**src/rtl/frame_stats.sv**
```systemverilog
// Frame statistics engine: drains one DEPTH-sample frame from the ping-pong buffer and
// reports signed sum, peak magnitude and first peak index on a valid/ready result port.
module frame_stats #(
  parameter int unsigned WIDTH = 16,
  parameter int unsigned DEPTH = 16
) (
  input  logic                                 clk_i,
  input  logic                                 rst_i,
  input  logic                                 buffer_ready_i,
  input  logic [WIDTH-1:0]                     read_data_i,
  input  logic                                 read_valid_i,
  output logic                                 read_ready_o,
  output logic [WIDTH+$clog2(DEPTH)-1:0]       sum_o,
  output logic [WIDTH-1:0]                     peak_abs_o,
  output logic [$clog2(DEPTH)-1:0]             peak_idx_o,
  output logic                                 result_valid_o,
  input  logic                                 result_ready_i,
  output logic                                 busy_o,
  output logic                                 overrun_o,
  output logic [15:0]                          frame_count_o
);

  localparam int unsigned ADDR_WIDTH = $clog2(DEPTH);
  localparam int unsigned SUM_WIDTH  = WIDTH + ADDR_WIDTH;

  typedef enum logic [1:0] {StIdle, StRead, StDone} state_e;

  state_e                  state_q, state_d;
  logic                    pending_q, pending_d;
  logic                    overrun_q, overrun_d;
  logic [ADDR_WIDTH-1:0]   idx_q, idx_d;
  logic [SUM_WIDTH-1:0]    sum_q, sum_d;
  logic [WIDTH-1:0]        peak_abs_q, peak_abs_d;
  logic [ADDR_WIDTH-1:0]   peak_idx_q, peak_idx_d;
  logic [15:0]             frame_count_q, frame_count_d;

  logic                    start;
  logic                    xfer;
  logic                    result_hs;
  logic [SUM_WIDTH-1:0]    sample_ext;
  logic [WIDTH-1:0]        sample_abs;

  assign start      = pending_q | buffer_ready_i;
  assign xfer       = (state_q == StRead) & read_valid_i;
  assign result_hs  = (state_q == StDone) & result_ready_i;
  assign sample_ext = {{ADDR_WIDTH{read_data_i[WIDTH-1]}}, read_data_i};
  // Unsigned magnitude: the most negative sample maps to 2^(WIDTH-1) without saturation.
  assign sample_abs = read_data_i[WIDTH-1] ? (~read_data_i + {{(WIDTH-1){1'b0}}, 1'b1})
                                           : read_data_i;

  always_comb begin
    state_d       = state_q;
    pending_d     = pending_q;
    overrun_d     = overrun_q;
    idx_d         = idx_q;
    sum_d         = sum_q;
    peak_abs_d    = peak_abs_q;
    peak_idx_d    = peak_idx_q;
    frame_count_d = frame_count_q;

    unique case (state_q)
      StIdle: begin
        if (start) begin
          state_d    = StRead;
          pending_d  = 1'b0;
          idx_d      = '0;
          sum_d      = '0;
          peak_abs_d = '0;
          peak_idx_d = '0;
        end
      end

      StRead: begin
        if (buffer_ready_i) begin
          if (pending_q) overrun_d = 1'b1;
          else           pending_d = 1'b1;
        end
        if (xfer) begin
          sum_d = sum_q + sample_ext;
          if (sample_abs > peak_abs_q) begin
            peak_abs_d = sample_abs;
            peak_idx_d = idx_q;
          end
          idx_d = idx_q + 1'b1;
          if (idx_q == ADDR_WIDTH'(DEPTH - 1)) state_d = StDone;
        end
      end

      StDone: begin
        if (result_hs) begin
          frame_count_d = frame_count_q + 16'd1;
          if (start) begin
            state_d    = StRead;
            // A pulse arriving while pending is consumed re-arms pending instead of overrunning.
            pending_d  = pending_q & buffer_ready_i;
            idx_d      = '0;
            sum_d      = '0;
            peak_abs_d = '0;
            peak_idx_d = '0;
          end else begin
            state_d = StIdle;
          end
        end else if (buffer_ready_i) begin
          if (pending_q) overrun_d = 1'b1;
          else           pending_d = 1'b1;
        end
      end

      default: state_d = StIdle;
    endcase
  end

  always_ff @(posedge clk_i or posedge rst_i) begin
    if (rst_i) begin
      state_q       <= StIdle;
      pending_q     <= 1'b0;
      overrun_q     <= 1'b0;
      idx_q         <= '0;
      sum_q         <= '0;
      peak_abs_q    <= '0;
      peak_idx_q    <= '0;
      frame_count_q <= '0;
    end else begin
      state_q       <= state_d;
      pending_q     <= pending_d;
      overrun_q     <= overrun_d;
      idx_q         <= idx_d;
      sum_q         <= sum_d;
      peak_abs_q    <= peak_abs_d;
      peak_idx_q    <= peak_idx_d;
      frame_count_q <= frame_count_d;
    end
  end

  assign read_ready_o   = (state_q == StRead);
  assign result_valid_o = (state_q == StDone);
  assign busy_o         = (state_q != StIdle);
  assign overrun_o      = overrun_q;
  assign sum_o          = sum_q;
  assign peak_abs_o     = peak_abs_q;
  assign peak_idx_o     = peak_idx_q;
  assign frame_count_o  = frame_count_q;

endmodule

```
**config.mk**
```make
export PLATFORM = sky130hd
export DESIGN_NAME = frame_stats
export DESIGN_NICKNAME = d
export VERILOG_FILES = /design/src/rtl/frame_stats.sv
export SDC_FILE = /design/constraint.sdc
export NUM_CORES = 1
export LEC_CHECK = 0
export CAP_MARGIN = 10
export CORE_ASPECT_RATIO = 1.4
export CORE_UTILIZATION = 28
export CTS_CLUSTER_DIAMETER = 150
export DETAILED_ROUTE_END_ITERATION = 16
export GPL_ROUTABILITY_DRIVEN = 0
export PLACE_DENSITY = 0.58
export SYNTH_ARGS = -nofsm -noshare
export SYNTH_HDL_FRONTEND = slang
export SYNTH_SLANG_ARGS = --single-unit
```
**constraint.sdc**
```tcl
create_clock -name clk_i -period 7.1 [get_ports clk_i]
set_input_delay 1.42 -clock clk_i [delete_from_list [all_inputs] [get_ports clk_i]]
set_output_delay 1.42 -clock clk_i [all_outputs]
set_load 0.05 [all_outputs]
```
==> results.py, run 1 <==
metrics = {
    "grt": {
        "grt_pass1_wl_um": 19500,
        "globalRouteOverflowTotal": 0,
        "grt_pass1_vias": 3983,
        "antenna_found_initial": 0,
        "grt_max_degree": 65,
        "grt.total_usage_pct": 15.4,
    },
    "clock_tree": {
        "cts_tree": "built",
        "cts_setup_buffers": 0,
        "cts_hold_buffers": 0,
        "cts_buffer_depth": 2,
        "cts_root_buf": "clkbuf_16",
        "numCtsBuffers": 9,
        "cts.sinks": 64,
        "htree_levels": 3,
        "post_cts_resized": 0,
        "insertion_delay_ps": 340,
        "clkTransAtPathRegs_ps": 60,
    },
    "synthesis": {
        "synth_top_area_share_pct": 35.7,
        "syn_avg_cell_area_um2": 9.33,
        "netlist_top_cells_area": "dfrtp_1 36%, ha_1 12%, xnor2_1 6.4%",
        "synth_nets": 545,
        "synth_cell_type_count": 69,
        "yosysSeqAreaShare_pct": 35.7,
        "synthCells": 481,
        "synth_ff_type": "dfrtp_1",
        "synth_edf_count": 0,
        "synth_top_area_cell": "dfrtp_1",
        "async_flop_share_pct": 100,
        "netlist_area_um2": 4490,
        "yosysWarnings": 0,
        "synth-seq-cells": 64,
    },
    "cells_and_area": {
        "nFillCells": 1596,
        "final_core_util_pct": 37.0,
        "final_nets": 624,
        "final_cell_count_no_fill": 761,
        "drive_gt1_share_pct": 7.79,
        "area_growth_pct": 28.8,
        "diodes": 0,
    },
    "critical_path": {
        "critPathRequiredTime_ps": 7330,
        "crit_chain": "clkdlybuf4s50_1 -> or4_4 -> nor3_4 -> nand2_1 -> nor4b_1 -> ha_1 -> nand4_1 -> nor4_1 -> nor4_1 -> o31a_1 -> mux2_2",
        "path_delay_family": "simple AND/OR/NAND/NOR gates",
        "cp-start-kind": "input port",
        "worst_path_most_repeated_cell": "nor4_1",
        "regToRegEndpoint": "peak_abs_o[14]$_DFFE_PP0P_",
        "r2r_start": "state_q[1]$_DFFE_PP0P_",
        "crit_fanout": 20,
        "path_buf_inv": 1,
        "arrival_ps": 5800,
        "slowest_stage": "o31a_1",
        "worst-r2r-setup-slack_ps": 3900,
        "worst_setup_path_end_kind": "flop",
        "cpPeakStageDelay_ps": 950,
        "path_class": "in -> reg",
        "r2r_cells": 6,
    },
    "placed_design": {
        "dpl.cell_count": 745,
        "place.port_buffers": 80,
        "place_ws_ps": 1190,
        "hpwl_um": 9100,
    },
    "timing": {
        "min_period_over_period_pct": 78.5,
        "drv_slew": 0,
        "postLayoutSetupSlackWorst_ps": 1530,
        "relSlewSlack_pct": 27.2,
        "fin_hold_ws_ps": 476,
        "setup_violations": 0,
        "worst_pin_slew_ps": 1090,
        "period_needed_ps": 5570,
        "rsz0062_at_grt": "false",
        "hold_viol": 0,
        "fin_setup_tns_ps": 0,
        "finalClockSkew_ps": 7.35,
        "clock.fmax_mhz": 179,
    },
    "power_and_ir_drop": {
        "ir_drop_mv": 0.175,
        "intPower_mw": 1.25,
        "p_leak_nw": 2.46,
        "p_sw_mw": 1.10,
        "seq_power_share_pct": 23.7,
        "clockPowerShare_pct": 21.1,
        "combPwrFrac_pct": 55.2,
        "power.share.switching_pct": 46.8,
        "p_per_area_nw_per_um2": 407,
    },
    "drt": {
        "wire_per_inst_um": 15.6,
        "postRouteAntennaNets": 0,
        "firstDrtPassIters": 4,
        "finalWirelength_um": 11800,
        "drc": 0,
        "vias_per_cell": 4.98,
        "dr.first_iter.drc_count": 186,
        "vias": 3787,
    },
    "die": {
        "die_w_um": 109,
        "io_pins": 81,
        "die_h_um": 152,
        "core_area_um2": 15600,
        "fp-row-count": 54,
        "die_area_um2": 16500,
        "initial_core_util_pct": 28.7,
    },
    "worst_hold_path": {
        "hold_start": "frame_count_o[15]$_DFFE_PP0P_",
        "hold_path_class": "reg -> reg",
        "hold_depth": 1,
        "whs_endpoint": "frame_count_o[15]$_DFFE_PP0P_",
    },
    "flow_run": {
        "max-cap-violations": 0,
    },
    "outcome": {
        "status": "complete, no violations",
    },
}
-- power groups by stage --
stage	clock network, mW	registers [mW]	logic (mW)
2_1_floorplan	0	0.826	0.679
3_3_place_gp	0	0.563	1.29
3_5_place_dp	0	0.564	1.30
4_1_cts	0.509	0.561	1.31
5_1_grt	0.522	0.575	1.42
6_report	0.496	0.557	1.30
-- through the flow --
stage,instance area [um2],power [mW]
6_report,5780,2.35
5_1_grt,5780,2.52
4_1_cts,5780,2.38
3_5_place_dp,5450,1.87
3_3_place_gp,5450,1.85
2_1_floorplan,4490,1.50
-- per-layer routing --
layer | wire, um | vias to the layer above | track usage [%]
li1 | - | 1858 | -
met1 | 4890 | 1826 | 17.3
met2 | 6160 | 80 | 27.5
met3 | 470 | 23 | 2.78
met4 | 314 | 0 | 7.64
met5 | 0 | - | 0
-- worst max-delay path by stage --
stage / start / end / slack, ps / cells after the start
finish: read_data_i[6] / peak_abs_o[14]$_DFFE_PP0P_ / 1530 / 11
global route: read_data_i[6] / peak_abs_o[14]$_DFFE_PP0P_ / 1140 / 11
CTS: read_data_i[6] / peak_abs_o[14]$_DFFE_PP0P_ / 1500 / 11
detailed placement: read_data_i[6] / peak_abs_o[14]$_DFFE_PP0P_ / 1190 / 11
global placement: read_data_i[6] / peak_abs_o[14]$_DFFE_PP0P_ / 1180 / 11
floorplan: read_data_i[6] / peak_abs_o[14]$_DFFE_PP0P_ / 3070 / 12
-- cell type report --
type	instances	area, um2	area share [%]
Timing Repair Buffer	82	816	14.1
Multi-Input combinational cell	371	2670	46.2
Tap cell	196	245	4.24
Sequential cell	64	1600	27.7
Clock inverter	7	103	1.78
Clock buffer	9	225	3.90
Inverter	32	120	2.08
-- cell usage in the layout (no fill, tap or decap), types with 3 or more instances in the layout --
master,count
clkdlybuf4s50_1,80
dfrtp_1,64
nand2_1,61
ha_1,42
xnor2_1,33
o21ai_0,31
inv_1,30
a21oi_1,24
nor2_1,21
nand3_1,16
and2_1,16
mux2_1,13
nand4_1,11
clkbuf_16,9
xor2_1,8
o31ai_1,8
mux2i_1,6
nor4_1,5
o21bai_1,5
nor3_1,4
o21a_1,4
a21o_1,4
mux2_2,3
o21ai_1,3
or4_1,3
nor2b_1,3
-- flip-flops by register name, summed over array words and instances (netlist names) --
signal / count
frame_count_o: 16
idx_q: 4
overrun_o: 1
peak_abs_o: 16
peak_idx_o: 4
pending_q: 1
state_q: 2
sum_o: 20
-- logic make-up (layout without fill, tap and decap cells) --
family / count (synthesis) / count (layout) / synth area share [%]
multiplexers: 23 / 23 / 5.69
AO/OA/AOI/OAI: 105 / 105 / 15.6
XOR/XNOR: 41 / 41 / 8.00
buffers and inverters: 46 / 130 / 4.85
AND/OR/NAND/NOR: 159 / 159 / 18.0
flip-flops: 64 / 64 / 35.7
adder cells (fa/ha/maj): 43 / 43 / 12.2
-- cell usage after synthesis, types with 2 or more instances --
cell type / n
a32o_1: 2
mux2_2: 3
clkbuf_8: 3
nand4_1: 11
mux2i_1: 6
nand3_1: 16
clkbuf_1: 8
a21oi_2: 2
o21bai_1: 5
nor2_1: 21
or2b_2: 2
a21oi_1: 24
o31ai_1: 8
inv_1: 31
mux2_1: 13
nor4_1: 5
nand2b_1: 2
ha_1: 42
xnor2_1: 33
o31a_1: 2
a21o_1: 4
o21ai_1: 3
buf_6: 2
nor2b_1: 3
xor2_1: 8
o21a_1: 4
and2_1: 16
nor3_1: 4
dfrtp_1: 64
a211oi_1: 2
nand3b_1: 2
nand2_1: 61
or4_1: 3
o21ai_0: 31
No activity file was read; power rests on OpenSTA's default activity.
==> run 2, diff against run 1 <==
PLACE_DENSITY = 0.6   (was 0.58)
clock period = 4.67 ns   (was 7.1 ns; I/O delays follow)
==> run 2 against run 1 <==
  * Cell count up 1.8%
  * Clock power up 49%
  * Via count up 1.7%
  * Wire length up 1.3%
  * Worst hold slack better by 7.3 ps
  * Total power up 52%
  * Critical path depth up 1
  * Sequential power up 52%
  * Setup slack worse by 1100 ps
  * Combinational power up 53%
  * Largest cell class unchanged
  * Largest power group unchanged
==> results.py, run 2 (synthesis gave the netlist of run 1 again) <==
metrics = {
    "cells_and_area": {
        "layout_common_cells": "80 x clkdlybuf4s50_1, 64 x dfrtp_1, 61 x nand2_1, 42 x ha_1, 33 x xnor2_1",
        "final_cell_count_no_fill": 775,
        "largest_reg_flops": 20,
        "diodes": 0,
        "final_core_util_pct": 37.7,
        "multi_input_area_um2": 2670,
        "regArea_um2": 1600,
        "layout_commonest_cell": "clkdlybuf4s50_1",
        "finalInstanceArea_um2": 5880,
        "nFillCells": 1553,
        "final_nets": 638,
        "area_growth_pct": 31.0,
        "drive_gt1_share_pct": 10.2,
    },
    "die": {
        "die_h_um": 152,
        "die_area_um2": 16500,
        "fp-row-count": 54,
        "io_pins": 81,
        "initial_core_util_pct": 28.7,
        "die_w_um": 109,
        "core_area_um2": 15600,
    },
    "critical_path": {
        "crit_chain": "clkdlybuf4s50_1 -> or4_4 -> nor3_4 -> nand2_1 -> nor4b_1 -> ha_1 -> nand4_1 -> nor4_1 -> nor4_1 -> o31a_2 -> buf_4 -> mux2i_1",
        "arrival_ps": 4490,
        "worst_setup_path_end_kind": "flop",
        "cp-start-kind": "input port",
        "slowest_stage": "or4_4",
        "path_class": "in -> reg",
        "worst_path_most_repeated_cell": "nor4_1",
        "crit_fanout": 16,
        "critPathRequiredTime_ps": 4920,
        "path_delay_family": "simple AND/OR/NAND/NOR gates",
        "path_buf_inv": 2,
        "cpPeakStageDelay_ps": 580,
    },
    "placed_design": {
        "place_area_um2": 5560,
        "hpwl_um": 9200,
        "place_ws_ps": -177,
        "dpl.cell_count": 759,
        "place.port_buffers": 80,
    },
    "timing": {
        "clock.fmax_mhz": 236,
        "setup_violations": 0,
        "worst_pin_slew_ps": 1010,
        "hold_viol": 0,
        "finalClockSkew_ps": 8.00,
        "period_needed_ps": 4240,
        "rsz0062_at_grt": "false",
        "fin_hold_ws_ps": 483,
        "fin_setup_tns_ps": 0,
        "drv_slew": 0,
        "relSlewSlack_pct": 32.8,
        "min_period_over_period_pct": 90.7,
        "postLayoutSetupSlackWorst_ps": 435,
    },
    "drt": {
        "wire_per_inst_um": 15.5,
        "postRouteAntennaNets": 0,
        "vias": 3853,
        "firstDrtPassIters": 4,
        "drc": 0,
        "dr.first_iter.drc_count": 121,
        "finalWirelength_um": 12000,
        "vias_per_cell": 4.97,
    },
    "clock_tree": {
        "cts_tree": "built",
        "cts_buffer_depth": 2,
        "htree_levels": 3,
        "clkTransAtPathRegs_ps": 60,
        "cts.sinks": 64,
        "numCtsBuffers": 9,
        "insertion_delay_ps": 340,
        "cts_hold_buffers": 0,
        "cts_root_buf": "clkbuf_16",
    },
    "power_and_ir_drop": {
        "p_leak_nw": 2.53,
        "p_per_area_nw_per_um2": 609,
        "p_total_mw": 3.58,
        "ir_drop_mv": 0.296,
    },
    "grt": {
        "grt_max_degree": 47,
        "grt_pass1_wl_um": 19900,
        "grt_pass1_vias": 4089,
        "antenna_found_initial": 0,
        "globalRouteOverflowTotal": 0,
        "grt.total_usage_pct": 15.6,
    },
    "outcome": {
        "status": "complete, no violations",
    },
    "worst_hold_path": {
        "hold_path_class": "reg -> reg",
    },
    "flow_run": {
        "max-cap-violations": 0,
    },
}
[run 2: changes by cell type in the layout (fill, tap and decap cells not counted)]
cell | before | now
clkinv_4 | 2 | 1
o31a_1 | 2 | 1
inv_6 | 2 | 1
clkinv_2 | 0 | 2
o31a_2 | 0 | 1
buf_4 | 2 | 16
[run 2: power by group]
| group | leakage (nW) | internal (mW) | switching [mW] |
|---|---|---|---|
| clock | 0.156 | 0.468 | 0.272 |
| combinational | 1.51 | 0.737 | 1.26 |
| sequential | 0.863 | 0.704 | 0.143 |
| total | 2.53 | 1.91 | 1.67 |
[run 2: worst paths after layout]
path	start	slack (ps)	endpoint	cells past startpoint
min in group asynchronous	rst_i	1150	frame_count_o[7]$_DFFE_PP0P_	2
worst max-delay path	read_data_i[6]	430	peak_idx_o[3]$_DFFE_PP0P_	12
worst max register to register	state_q[1]$_DFFE_PP0P_	1860	peak_abs_o[5]$_DFFE_PP0P_	7
max in group asynchronous	rst_i	2650	sum_o[11]$_DFFE_PP0P_	3
worst min-delay path	overrun_o$_DFFE_PP0P_	480	overrun_o$_DFFE_PP0P_	1
worst min register to register	overrun_o$_DFFE_PP0P_	480	overrun_o$_DFFE_PP0P_	1
[run 2: what timing repair did]
| item | in CTS | in global routing |
|---|---|---|
| gates resized for setup | 0 | 1 |
| setup endpoints to repair | 0 | 4 |
| buffers inserted | 0 | 0 |
[run 2: cell type report]
class                   instances  share of cell area [%]
clock inverters                 7                    1.62
repair buffers                 96                    15.7
inverters                      32                    2.04
well taps                     196                    4.17
clock buffers                   9                    3.83
multi-input cells             371                    45.4
flip-flops and latches         64                    27.3
[run 2: layer usage]
layer  wire length [um]  track usage [%]  share of wire [%]  vias up
li1                   -                -                  -     1882
met1               5280             18.8                 44     1866
met2               6010             27.0                 50       90
met3                442             3.21                3.7       15
met4                261             5.95                2.2        0
met5                  0                0                  0        -
